==> src/rtl/atan2_seq.sv <==
// atan2_seq: sequential four-quadrant arctangent.
// The operands are folded into the first octant, and q = min/max is computed in
// Q1.14 with a restoring divider. The arctangent of q comes from an external
// combinational unit. The octant and quadrant folding is then undone to give
// atan2(y, x) in signed Q3.12 radians.
module atan2_seq #(
    parameter int PI_Q312      = 12868,
    parameter int HALF_PI_Q312 = 6434
) (
    input  logic        clk,
    input  logic        rst,
    input  logic        start,
    input  logic [15:0] x_in,
    input  logic [15:0] y_in,
    output logic        busy,
    output logic        done,
    output logic [15:0] angle_out,
    output logic [15:0] atan_x,
    input  logic [15:0] atan_y
);

    typedef enum logic [1:0] {IDLE, DIV, ATAN, CORR} state_t;

    state_t        state_reg;
    logic          xneg_reg;
    logic          yneg_reg;
    logic          swap_reg;
    logic [14:0]   den_reg;
    logic [16:0]   rem_reg;
    logic [14:0]   q_reg;
    logic [3:0]    cnt_reg;
    logic [17:0]   r_reg;
    logic [15:0]   angle_reg;
    logic          done_reg;
    logic          busy_reg;

    logic [15:0]   x_abs;
    logic [15:0]   y_abs;
    logic          rem_ge;
    logic [16:0]   rem_sub;
    logic [17:0]   r_swap;
    logic [17:0]   r_xneg;
    logic [17:0]   r_final;

    // Operand magnitudes; the magnitude of -32768 saturates to 32767 so it fits in 15 bits
    always_comb begin
        x_abs = x_in;
        y_abs = y_in;
        if (x_in[15]) x_abs = (x_in == 16'h8000) ? 16'h7fff : (16'd0 - x_in);
        if (y_in[15]) y_abs = (y_in == 16'h8000) ? 16'h7fff : (16'd0 - y_in);
    end

    // One restoring-division step: subtract the denominator when the partial remainder allows it
    always_comb begin
        rem_ge  = (rem_reg >= {2'b00, den_reg});
        rem_sub = rem_ge ? (rem_reg - {2'b00, den_reg}) : rem_reg;
    end

    // Undo the octant fold first, then the x-sign fold, then the y-sign fold (order matters)
    always_comb begin
        r_swap  = swap_reg ? (18'(HALF_PI_Q312) - r_reg) : r_reg;
        r_xneg  = xneg_reg ? (18'(PI_Q312) - r_swap) : r_swap;
        r_final = yneg_reg ? (18'd0 - r_xneg) : r_xneg;
    end

    // The arctangent unit only sees the quotient while the result is being captured
    assign atan_x    = (state_reg == ATAN) ? {1'b0, q_reg} : 16'd0;
    assign angle_out = angle_reg;
    assign done      = done_reg;
    assign busy      = busy_reg;

    // Control FSM together with the divider datapath and the registered outputs
    always_ff @(posedge clk) begin
        if (rst) begin
            state_reg <= IDLE;
            xneg_reg  <= 1'b0;
            yneg_reg  <= 1'b0;
            swap_reg  <= 1'b0;
            den_reg   <= '0;
            rem_reg   <= '0;
            q_reg     <= '0;
            cnt_reg   <= '0;
            r_reg     <= '0;
            angle_reg <= '0;
            done_reg  <= 1'b0;
            busy_reg  <= 1'b0;
        end else begin
            done_reg <= 1'b0;
            case (state_reg)
                IDLE: begin
                    if (start) begin
                        busy_reg <= 1'b1;
                        q_reg    <= '0;
                        cnt_reg  <= '0;
                        if (x_abs == 16'd0 && y_abs == 16'd0) begin
                            // Origin: no angle defined, report zero with no folding
                            xneg_reg  <= 1'b0;
                            yneg_reg  <= 1'b0;
                            swap_reg  <= 1'b0;
                            r_reg     <= '0;
                            den_reg   <= '0;
                            rem_reg   <= '0;
                            state_reg <= CORR;
                        end else begin
                            xneg_reg <= x_in[15];
                            yneg_reg <= y_in[15];
                            if (y_abs <= x_abs) begin
                                swap_reg <= 1'b0;
                                rem_reg  <= {2'b00, y_abs[14:0]};
                                den_reg  <= x_abs[14:0];
                            end else begin
                                swap_reg <= 1'b1;
                                rem_reg  <= {2'b00, x_abs[14:0]};
                                den_reg  <= y_abs[14:0];
                            end
                            state_reg <= DIV;
                        end
                    end
                end
                DIV: begin
                    // The remainder stays below den (< 2^15), so the shift never overflows 17 bits
                    q_reg   <= {q_reg[13:0], rem_ge};
                    rem_reg <= {rem_sub[15:0], 1'b0};
                    cnt_reg <= cnt_reg + 4'd1;
                    if (cnt_reg == 4'd14) state_reg <= ATAN;
                end
                ATAN: begin
                    // Q1.14 -> Q3.12 by arithmetic shift right by two
                    r_reg     <= {{4{atan_y[15]}}, atan_y[15:2]};
                    state_reg <= CORR;
                end
                CORR: begin
                    angle_reg <= r_final[15:0];
                    done_reg  <= 1'b1;
                    busy_reg  <= 1'b0;
                    state_reg <= IDLE;
                end
                default: state_reg <= IDLE;
            endcase
        end
    end

endmodule

==> config.mk <==
export PLATFORM = sky130hd
export DESIGN_NAME = atan2_seq
export DESIGN_NICKNAME = d
export VERILOG_FILES = /design/src/rtl/atan2_seq.sv
export SDC_FILE = /design/constraint.sdc
export NUM_CORES = 1
export LEC_CHECK = 0
export BUFFER_PORTS_ARGS = -buffer_cell sky130_fd_sc_hd__buf_4
export CORE_MARGIN = 2
export CORE_UTILIZATION = 45
export DETAILED_ROUTE_END_ITERATION = 10
export GPL_TIMING_DRIVEN = 1
export HOLD_SLACK_MARGIN = 0.08
export PLACE_DENSITY_LB_ADDON = 0.08
export SETUP_SLACK_MARGIN = 0.5
export SLEW_MARGIN = 10
export SYNTH_ARGS = -nofsm -noshare
export SYNTH_HDL_FRONTEND = slang
export SYNTH_SLANG_ARGS = --single-unit
export TNS_END_PERCENT = 10
==> constraint.sdc <==
create_clock -name clk -period 4.36 [get_ports clk]
set_clock_uncertainty 0.15 [all_clocks]
set_input_delay 0 -clock clk [delete_from_list [all_inputs] [get_ports clk]]
set_output_delay 0 -clock clk [all_outputs]
set_load 0.01 [all_outputs]
==> impl_results.md, run 1 <==
- Worst-Margin Slew: 1.12 ns
- Clk sinks: 88
- Start point of the critical path: x_in[9]
- Die Span Y: roughly 130 um
- Max transition margin: about a quarter
- CP arrival: about 3.9 ns
- Largest net degree at the start of global routing: 89
- Routed wire length: 19.8 mm
- Count leader, synth: nor2_1
- Row count: 46
- Ys async rst share: 0%
- Fin Setup TNS: 0 ns
- Num CTS Buffers: 9
- CTS HTree Levels: 3
- Vias in the first global route: ~6300
- Worst vdd ir: about 320 uV
- Port Buffers: a little over 80
- P_leak: ~3.6 nW
- Die width: 132 um
- Initial DRC Count: roughly 370
- CTS tree: built
- Syn Inst Count: between 900 and 1000
- Hold crit path type: in2reg
- Fin. max-slew vios: 0
- Max cap viols: 0
- Pwr Density: 533 mW/mm^2
- Distinct cells, synth: 88
- Gpl congestion: slightly above 0.9
- Shortest period the worst path allows: ~3.8 ns
- Synth Net Count: between 1000 and 1500
- First-pass DRT Iterations: 5
- Count of flip-flops with a built-in enable after synthesis: 0
- Yosys Warn Count: 0
- Crit share post-route: slightly below 90%
- Area growth from synthesis to layout: 22.8%
- Clock Tree Root: clkbuf_16
- Design area: approximately 0.009 sq mm
- Vias/cell: approximately 5.6
- Overall power: 0.00480 W
- ANT cells: 0
- WS Path Type: in2reg
- CP required: between 4 and 5 ns
- Initial Utilization: 46.1%
- Min-delay src: x_in[13]
- Core footprint: approximately 0.016 sq mm
- Crit. End Element: flip-flop
- Gr usage total: 22.0%
- Commonest cells in the netlist: 125 x nor2_1, 88 x dfxtp_1, 73 x nand2_1, 57 x a21oi_1, 51 x inv_1
- Wire length per cell: roughly 16 um
- Seq/Total Area, Yosys: 24.1%
- Post-route ant nets: 0
- Synth Flop Type: dfxtp_1
- Seq cells post-synth: 88
- Total die area: roughly 0.017 sq mm
- Final setup vio count: 0
- Post-route DRC: 0
- IO Count: between 80 and 90
- Layout cells sized above 1: 19.4%
- Max Root-Sink Buffers: 2
- Cell Area, Placed: between 0.008 and 0.009 sq mm
- Clk_lat worst skew: ~0.35 ns
- Initial antenna violation count: 0
- First-pass GRT wire length: between 30 and 40 mm
- DR vias: roughly 7000
- Final hold viol count: 0
- RSZ-0062 raised after global routing: yes
- Syn Std Cell Area: roughly 0.0073 sq mm
- Top cell type's share of synthesized area: around 24%
- Max FFs per register: 17
- Avg Cell Area, Syn: about 7.7 sq um
- CP startpoint kind: primary input
- HPWL after detailed placement: about 14 mm
- FMAX: about 0.26 GHz
- Global-route congestion overflow total: 0
- Yosys top cell by area: dfxtp_1
- Dominant cells by area after synthesis: dfxtp_1 24%, ha_1 7.2%, nor2_1 6.4%
- Clock-pin slew on the worst setup and hold paths: 0.07 ns
- Reg-to-Reg Start: r_reg[2]$_SDFFE_PP0P_
- Final Net Count: about 1100
- Crit-path max FO: 7
- Run status: finished clean
==> report_power, final <==
part | internal, W | switching [W]
logic | 0.00129 | 0.00163
clock network | 0.000405 | 0.000386
registers | 0.000954 | 0.000131
total | 0.00265 | 0.00215
==> per-layer routing <==
| layer | vias up | track usage, % | wire, um |
|---|---|---|---|
| li1 | 3615 | - | - |
| met4 | 0 | 5.13 | 178 |
| met3 | 15 | 3.28 | 775 |
| met2 | 140 | 33.6 | 8700 |
| met1 | 3258 | 32.5 | 10100 |
| met5 | - | 0 | 0 |
==> placed cells by master (no fill, tap or decap), types with 4 or more instances in the layout <==
cell type / count
nor2_1: 124
buf_4: 106
dfxtp_1: 88
nand2_1: 72
a21oi_1: 56
inv_1: 50
ha_1: 41
xnor2_1: 37
o21ai_0: 33
nand3_1: 32
xor2_1: 29
a211oi_1: 29
mux2i_1: 27
and2_1: 26
nor3_1: 20
a22oi_1: 19
dlygate4sd3_1: 19
nand2b_1: 17
clkbuf_16: 12
a31oi_1: 11
mux2_2: 10
nand4_1: 10
a21o_1: 9
o211ai_1: 8
o21a_1: 8
o31ai_1: 6
a211oi_2: 5
nor2b_1: 5
nor4_4: 4
and3_1: 4
o22ai_1: 4
a221oi_2: 4
==> through the flow <==
stage	worst slack, ns	util (%)	cells	hold WS [ns]
floorplan	0.447	-	954	0.0174
global placement	0.219	51.3	1216	0.139
detailed placement	0.143	51.3	1216	0.140
CTS	0.532	54.4	1251	0.0846
global route	0.385	56.6	1263	0.136
finish	0.568	56.6	1263	0.0818
==> layout make-up <==
| class | count | area, sq um |
|---|---|---|
| repair buffers | 133 | 1140 |
| flip-flops and latches | 88 | 1760 |
| clock buffers | 9 | 225 |
| clock inverters | 7 | 72.6 |
| well taps | 216 | 270 |
| multi-input cells | 758 | 5330 |
| fillers | 1552 | 6890 |
| inverters | 52 | 195 |
==> path summary, 6_finish.rpt <==
check                                    end  slack (ns)  cells after the start
setup / recovery    den_reg[12]$_SDFFE_PP0P_        0.57                     15
hold / removal      den_reg[13]$_SDFFE_PP0P_        0.08                      4
setup reg to reg  angle_out[15]$_SDFFE_PP0P_        0.63                     10
hold reg to reg      den_reg[3]$_SDFFE_PP0P_        0.30                      2
==> what timing repair did <==
| item | CTS | global route |
|---|---|---|
| hold buffers | 19 | 0 |
| setup endpoints to repair | 0 | 33 |
| resized for setup | 0 | 42 |
| endpoints found under the hold margin | 22 | 0 |
| setup buffers | 0 | 9 |
==> critical path, cell delays in order <==
cell      delay (ns)
buf_8           0.10
or4_4           0.56
nor4_4          0.30
buf_4           0.17
nand3_2         0.08
or3b_2          0.46
ha_1            0.32
a21oi_1         0.09
and3b_2         0.22
a221o_1         0.32
a31oi_4         0.39
buf_12          0.18
nor3b_4         0.43
a221oi_1        0.17
nor2_1          0.13
==> cell families (layout without fill, tap and decap cells) <==
kind of cell | Yosys count | after routing | synth area share, %
compound gates | 252 | 252 | 24.4
xor+xnor | 69 | 69 | 8.61
fa+ha+maj | 43 | 43 | 7.45
buf+inv | 108 | 201 | 6.01
flops | 88 | 88 | 24.1
mux | 39 | 39 | 5.50
other cells | 1 | 1 | 0.0512
simple gates | 354 | 354 | 23.9
No activity file was read; power rests on OpenSTA's default activity.
==> inputs of run 2 (changes only) <==
Settings changed: ABC_AREA from default to 1.
==> run 2 against run 1 <==
  * Maximum frequency rose by 4.9%
  * Critical endpoint is now rem_reg[11]$_SDFFE_PP0P_
  * Sequential cell count did not move
  * Area after synthesis rose by 3.7%
  * Die area rose by 3.6%
  * Worst hold slack improved by 0.0077 ns
  * Clock-buffer cell count did not move
  * Via count rose by 11%
==> impl_results.md, run 2 <==
- Max cap viols: 0 (unchanged)
- Global-route congestion overflow total: 0 (unchanged)
- Total die area: 0.0179 sq mm (was 0.0173 sq mm)
- Clock Tree Root: clkbuf_16 (unchanged)
- Most frequent cells in the layout: 337 x nand2_1, 156 x inv_1, 96 x buf_4 (was 124 x nor2_1, 106 x buf_4, 88 x dfxtp_1)
- Vias/cell: 5.04 (was 5.56)
- Initial Utilization: 46.0% (was 46.1%)
- Commonest cells in the netlist: 339 x nand2_1, 156 x inv_1, 96 x nor2_1, 95 x nand3_1, 88 x dfxtp_1 (was 125 x nor2_1, 88 x dfxtp_1, 73 x nand2_1, 57 x a21oi_1, 51 x inv_1)
- Pwr Density: 640 mW/mm^2 (was 533 mW/mm^2)
- RSZ-0062 raised after global routing: no (was yes)
- Non-filler cells, final: 1542 (was 1263)
- Synth Flop Type: dfxtp_1 (unchanged)
- Area growth from synthesis to layout: 18.1% (was 22.8%)
- Syn Std Cell Area: 0.00759 sq mm (was 0.00732 sq mm)
- P_leak: 4.46 nW (was 3.63 nW)
- IO Count: 85 (unchanged)
- Ys async rst share: 0% (unchanged)
- Gpl congestion: 0.930 (was 0.911)
- Dominant cells by area after synthesis: dfxtp_1 23%, nand2_1 17%, inv_1 7.7% (was dfxtp_1 24%, ha_1 7.2%, nor2_1 6.4%)
- FMAX: 0.277 GHz (was 0.264 GHz)
- Syn Inst Count: 1227 (was 954)
- CTS HTree Levels: 3 (unchanged)
- First-pass GRT wire length: 34.0 mm (was 31.9 mm)
- Die Span Y: 134 um (was 132 um)
- Clk_lat worst skew: 0.35 ns (about the same)
- Worst-Margin Slew: 1.13 ns (was 1.12 ns)
- Reg-to-Reg Start: den_reg[12]$_SDFFE_PP0P_ (was r_reg[2]$_SDFFE_PP0P_)
- Distinct cells, synth: 56 (was 88)
- R2R Path End: rem_reg[6]$_SDFFE_PP0P_ (was angle_out[15]$_SDFFE_PP0P_)
- Largest net degree at the start of global routing: 43 (was 89)
- Top cell type's share of synthesized area: 23.2% (was 24.1%)
- Crit. End Element: flip-flop (unchanged)
- Placed instance count: 1493 (was 1216)
- DR vias: 7777 (was 7028)
- Routed wire length: 19.9 mm (was 19.8 mm)
- Final setup vio count: 0 (unchanged)
- Final Net Count: 1411 (was 1136)
- Initial DRC Count: 438 (was 371)
- Max Root-Sink Buffers: 2 (unchanged)
- Core footprint: 0.0165 sq mm (was 0.0159 sq mm)
- Final hold viol count: 0 (unchanged)
- Count of flip-flops with a built-in enable after synthesis: 0 (unchanged)
- Min-delay src: y_in[13] (was x_in[13])
- WHS Endpoint: den_reg[13]$_SDFFE_PP0P_ (unchanged)
- CP required: 4.51 ns (was 4.49 ns)
- Vias in the first global route: 7317 (was 6313)
- CTS tree: built (unchanged)
- Count leader, synth: nand2_1 (was nor2_1)
- Worst vdd ir: 374 uV (was 318 uV)
- Hold crit path type: in2reg (unchanged)
- Layout cells sized above 1: 16.1% (was 19.4%)
- Avg Cell Area, Syn: 6.19 sq um (was 7.68 sq um)
- Clk sinks: 88 (unchanged)
- Crit-path max FO: 16 (was 7)
- Overall power: 0.00574 W (was 0.00480 W)
- Crit share post-route: 82.9% (was 87.0%)
- R2R depth: 10 (unchanged)
- First-pass DRT Iterations: 5 (unchanged)
- Post-route DRC: 0 (unchanged)
- Shortest period the worst path allows: 3.61 ns (was 3.79 ns)
- CP arrival: 3.77 ns (was 3.92 ns)
- HPWL after detailed placement: 14.9 mm (was 14.4 mm)
- Fin Setup TNS: 0 ns (unchanged)
- CP startpoint kind: primary input (unchanged)
- Max transition margin: 24.8% (was 25.6%)
- ANT cells: 0 (unchanged)
- Gr usage total: 23.1% (was 22.0%)
- Clock-pin slew on the worst setup and hold paths: 0.07 ns (about the same)
- Hold Crit Depth: 9 (was 4)
- Row count: 47 (was 46)
- Most common cell after layout, fill and taps aside: nand2_1 (was nor2_1)
- Wire length per cell: 12.9 um (was 15.7 um)
- Run status: finished clean (unchanged)
- WS Path Type: in2reg (unchanged)
- Die width: 134 um (was 132 um)
- Fin. max-slew vios: 0 (unchanged)
- Port Buffers: 81 (unchanged)
- Synth Net Count: 1321 (was 1048)
- Start point of the critical path: y_in[0] (was x_in[9])
- Yosys top cell by area: dfxtp_1 (unchanged)
- Seq/Total Area, Yosys: 23.2% (was 24.1%)
- Yosys Warn Count: 0 (unchanged)
- Post-route ant nets: 0 (unchanged)
- Max FFs per register: 17 (unchanged)
- Num CTS Buffers: 9 (unchanged)
- Reg2reg setup slack: 1.15 ns (was 0.63 ns)
- Worst hold slack: 0.0895 ns (was 0.0818 ns)
- Initial antenna violation count: 0 (unchanged)
- Seq cells post-synth: 88 (unchanged)
## run 2: changes by cell type after synthesis, moves of 17 or more
cell      delta
and2_1      -26
inv_2       +20
nand2b_1    -17
clkbuf_1    -17
mux2i_1     -29
nor2_1      -29
a22oi_1     -20
nand2_1    +266
inv_1      +105
a21oi_1     +29
a211oi_1    -29
nand3_1     +62
xnor2_1     -23
## run 2: worst max-delay path by stage
stage / endpoint / slack [ns]
after floorplan: den_reg[0]$_SDFFE_PP0P_ / 1.44
after global placement: rem_reg[10]$_SDFFE_PP0P_ / 0.72
after detailed placement: rem_reg[10]$_SDFFE_PP0P_ / 0.63
after CTS: rem_reg[10]$_SDFFE_PP0P_ / 0.60
after global routing: den_reg[3]$_SDFFE_PP0P_ / 0.51
final: rem_reg[11]$_SDFFE_PP0P_ / 0.75
## run 2: kinds of logic (layout without fill, tap and decap cells)
kind of cell,Yosys count,in the layout,share of synthesized area (%)
simple gates,636,636,38.3
buf+inv,230,325,12.3
xor+xnor,37,37,4.27
compound gates,192,192,14.7
flops,88,88,23.2
other cells,1,1,0.0494
fa+ha+maj,43,43,7.18
## run 2: area by class of cell
type / instances / area [sq um]
inverter: 184 / 696
timing repair buffer: 125 / 1020
fill: 1744 / 7560
clock buffer: 9 / 225
tap: 220 / 275
multi-input combinational: 909 / 4910
sequential: 88 / 1760
clock inverter: 7 / 72.6
## run 2: through the flow
step	util [%]	instance area, sq um	setup WS (ns)
global route	54.3	8960	0.513
global placement	50.4	8320	0.722
CTS	53.9	8900	0.602
floorplan	-	7590	1.44
finish	54.3	8960	0.745
detailed placement	50.4	8320	0.632
## run 2: routing by layer
metal | global-route usage [%] | vias to the layer above | wire, um
li1 | - | 4135 | -
met1 | 28.2 | 3510 | 8900
met2 | 42.7 | 107 | 10100
met3 | 3.78 | 25 | 609
met4 | 4.43 | 0 | 295
met5 | 0 | - | 0
## run 2: power by group
part	leakage [nW]	total, W	internal, W	switching [W]
logic	3.60	0.00374	0.00136	0.00238
clock network	0.143	0.000779	0.000404	0.000374
registers	0.718	0.00122	0.00103	0.000192
total	4.46	0.00574	0.00279	0.00295
## run 2: worst max-delay path, cell delays in order
cell and delay, ns:
dlygate4sd3_1 0.52, buf_4 0.13, inv_2 0.05, ha_1 0.21, nand3_2 0.09, nor2_2 0.04, nand2_2 0.08, nor2_4 0.04
nand2_2 0.09, nor2_4 0.06, o22ai_1 0.35, inv_1 0.12, ha_1 0.30, inv_1 0.04, nor2_1 0.08, nor2_1 0.05
o21a_1 0.18, o221ai_1 0.15, nand2_1 0.08, o2111ai_1 0.10, nand2_2 0.13, buf_4 0.21, o21ai_0 0.36, nand2_1 0.09
nand3_1 0.08, nand3_1 0.06, inv_1 0.06
## run 2: timing repair
| item | 4_1_cts | 5_1_grt |
|---|---|---|
| hold buffers | 28 | 0 |
| setup endpoints to repair | 0 | 26 |
| resized for setup | 0 | 5 |
| endpoints found under the hold margin | 54 | 0 |
| buffers inserted | 0 | 5 |
==> inputs of run 3 (changes only) <==
Clock period 4.36 ns to 3.67 ns, I/O delays scaled along.
==> run 3 against run 2 <==
  * Non-clock buffer count grew 10
  * Critical path depth down 7
  * Setup slack got worse by 0.11 ns
  * Die area did not move
  * Largest cell class unchanged
  * Register-to-register slack worse by 0.33 ns
==> impl_results.md, run 3 (same netlist as run 2, synthesis figures left out) <==
- Clock Tree Root: clkbuf_16 (unchanged)
- Crit. End Element: flip-flop (unchanged)
- Clock-pin slew on the worst setup and hold paths: 0.07 ns (about the same)
- Die width: 134 um (unchanged)
- CP required: 3.77 ns (was 4.51 ns)
- Post-route ant nets: 0 (unchanged)
- Reg-to-Reg Start: rem_reg[0]$_SDFFE_PP0P_ (was den_reg[12]$_SDFFE_PP0P_)
- Clk_lat worst skew: 0.35 ns (about the same)
- Most common cell after layout, fill and taps aside: nand2_1 (unchanged)
- Final setup vio count: 0 (unchanged)
- Vias in the first global route: 7238 (was 7317)
- Shortest period the worst path allows: roughly 3.0 ns
- HPWL after detailed placement: 15.2 mm (was 14.9 mm)
- Largest net degree at the start of global routing: 43 (unchanged)
- Wire length per cell: 13.2 um (was 12.9 um)
- Reg2reg setup slack: 0.82 ns (was 1.15 ns)
- CP arrival: 3.14 ns (was 3.77 ns)
- Max transition margin: 60.9% (was 24.8%)
- Vias/cell: 5.07 (was 5.04)
- Run status: finished clean (unchanged)
- Clk sinks: 88 (unchanged)
- Worst path cell trace: dlygate4sd3_1 > buf_4 > nor2_1 > nand2_2 > nor2_4 > inv_4 > nand2_1 > nor2_2 > inv_1 > ha_1 > nand2_1 > inv_1 > o21ai_0 > o2111ai_2 > nand2_4 > clkinvlp_4 > o211ai_1 > nand3_1 > nand2_1 > inv_1
- R2R depth: 16 (was 10)
- ANT cells: 0 (unchanged)
- First-pass DRT Iterations: 5 (unchanged)
- Final hold viol count: 0 (unchanged)
- Crit-path max FO: 11 (was 16)
- Global-route congestion overflow total: 0 (unchanged)
- Routed wire length: 20.5 mm (was 19.9 mm)
- Worst hold slack: 0.0994 ns (was 0.0895 ns)
- RSZ-0062 raised after global routing: yes (was no)
- Post-route DRC: 0 (unchanged)
- Max Root-Sink Buffers: 2 (unchanged)
- DR vias: 7867 (was 7777)
- Hold crit path type: in2reg (unchanged)
- Die Span Y: 134 um (unchanged)
- Row count: 47 (unchanged)
- Initial DRC Count: 362 (was 438)
- WS Path Type: in2reg (unchanged)
- CTS HTree Levels: 3 (unchanged)
- Final Net Count: 1422 (was 1411)
- Worst-Margin Slew: 0.583 ns (was 1.13 ns)
- Pwr Density: 757 mW/mm^2 (was 640 mW/mm^2)
- IO Count: 85 (unchanged)
- Gpl congestion: 0.934 (was 0.930)
- Port Buffers: 81 (unchanged)
- CP max stage cell: dlygate4sd3_1 (unchanged)
- Layout cells sized above 1: 17.9% (was 16.1%)
- Worst vdd ir: 516 uV (was 374 uV)
- Max FFs per register: 17 (unchanged)
- FMAX: roughly 0.33 GHz
- Initial antenna violation count: 0 (unchanged)
- Total die area: 0.0179 sq mm (unchanged)
- WHS Endpoint: rem_reg[14]$_SDFFE_PP0P_ (was den_reg[13]$_SDFFE_PP0P_)
- Max stage delay on crit path: 0.54 ns (was 0.52 ns)
- Gr usage total: 23.1% (about the same)
- R2R Path End: rem_reg[13]$_SDFFE_PP0P_ (was rem_reg[6]$_SDFFE_PP0P_)
- Core footprint: 0.0165 sq mm (unchanged)
- CP startpoint kind: primary input (unchanged)
- Min-delay src: x_in[14] (was y_in[13])
- Area growth from synthesis to layout: 20.3% (was 18.1%)
- Hold Crit Depth: 7 (was 9)
- First-pass GRT wire length: 34.0 mm (about the same)
- Fin Setup TNS: 0 ns (unchanged)
- Initial Utilization: 46.0% (unchanged)
- CTS tree: built (unchanged)
- Fin. max-slew vios: 0 (unchanged)
- P_leak: 4.54 nW (was 4.46 nW)
- Crit share post-route: between 80% and 90%
- Num CTS Buffers: 9 (unchanged)
- Most frequent cells in the layout: 336 x nand2_1, 155 x inv_1, 104 x buf_4 (was 337 x nand2_1, 156 x inv_1, 96 x buf_4)
- Max cap viols: 0 (unchanged)
-- run 3: layout make-up --
type | instances | area (sq um)
Timing Repair Buffer | 135 | 1120
Clock inverter | 7 | 72.6
Clock buffer | 9 | 225
Multi-Input combinational cell | 909 | 4970
Fill cell | 1734 | 7390
Inverter | 184 | 701
Sequential cell | 88 | 1760
Tap cell | 220 | 275
Timing Repair inverter | 1 | 7.51
-- run 3: how the worst max path moves through the flow --
stage | endpoint | slack [ns] | startpoint | depth (start not counted)
2_1_floorplan | den_reg[0]$_SDFFE_PP0P_ | 0.75 | x_in[0] | 22
3_3_place_gp | rem_reg[10]$_SDFFE_PP0P_ | 0.24 | x_in[0] | 24
3_5_place_dp | rem_reg[10]$_SDFFE_PP0P_ | 0.24 | x_in[0] | 24
4_1_cts | rem_reg[10]$_SDFFE_PP0P_ | 0.51 | y_in[12] | 19
5_1_grt | rem_reg[10]$_SDFFE_PP0P_ | 0.45 | y_in[14] | 21
6_report | rem_reg[10]$_SDFFE_PP0P_ | 0.63 | y_in[14] | 20
-- run 3: layer usage --
layer,share of wire [%],GRT usage [%],up-vias
li1,-,-,4158
met1,45,28.4,3607
met2,51,42.4,83
met3,2.4,2.46,19
met4,1.4,6.74,0
met5,0,0,-
-- run 3: worst max-delay path: cells and delay by family --
family                   cells  cell delay, ns
AO/OA/AOI/OAI                3            0.69
adder cells (fa/ha/maj)      1            0.24
buffers and inverters        7            1.10
AND/OR/NAND/NOR              9            1.08
-- run 3: report_power, final --
part	total [W]	switching, W	internal, W
sequential	0.00144	0.000219	0.00122
combinational	0.00455	0.00287	0.00168
clock	0.000926	0.000444	0.000482
total	0.00692	0.00353	0.00339
-- run 3: through the flow --
step | std cells | power, W | util [%] | setup slack (ns) | area (sq um)
after detailed placement | 1502 | 0.00591 | 50.8 | 0.242 | 8390
final | 1553 | 0.00692 | 55.3 | 0.632 | 9140
after CTS | 1545 | 0.00689 | 54.2 | 0.511 | 8960
after global placement | 1502 | 0.00589 | 50.8 | 0.237 | 8390
after floorplan | 1227 | 0.00501 | - | 0.746 | 7590
after global routing | 1553 | 0.00773 | 55.3 | 0.448 | 9140
-- run 3: repair_timing --
item | in CTS | in global routing
hold buffers | 27 | 0
endpoints found under the hold margin | 54 | 0
setup endpoints to repair | 0 | 30
setup buffers | 0 | 6
resized for setup | 0 | 29
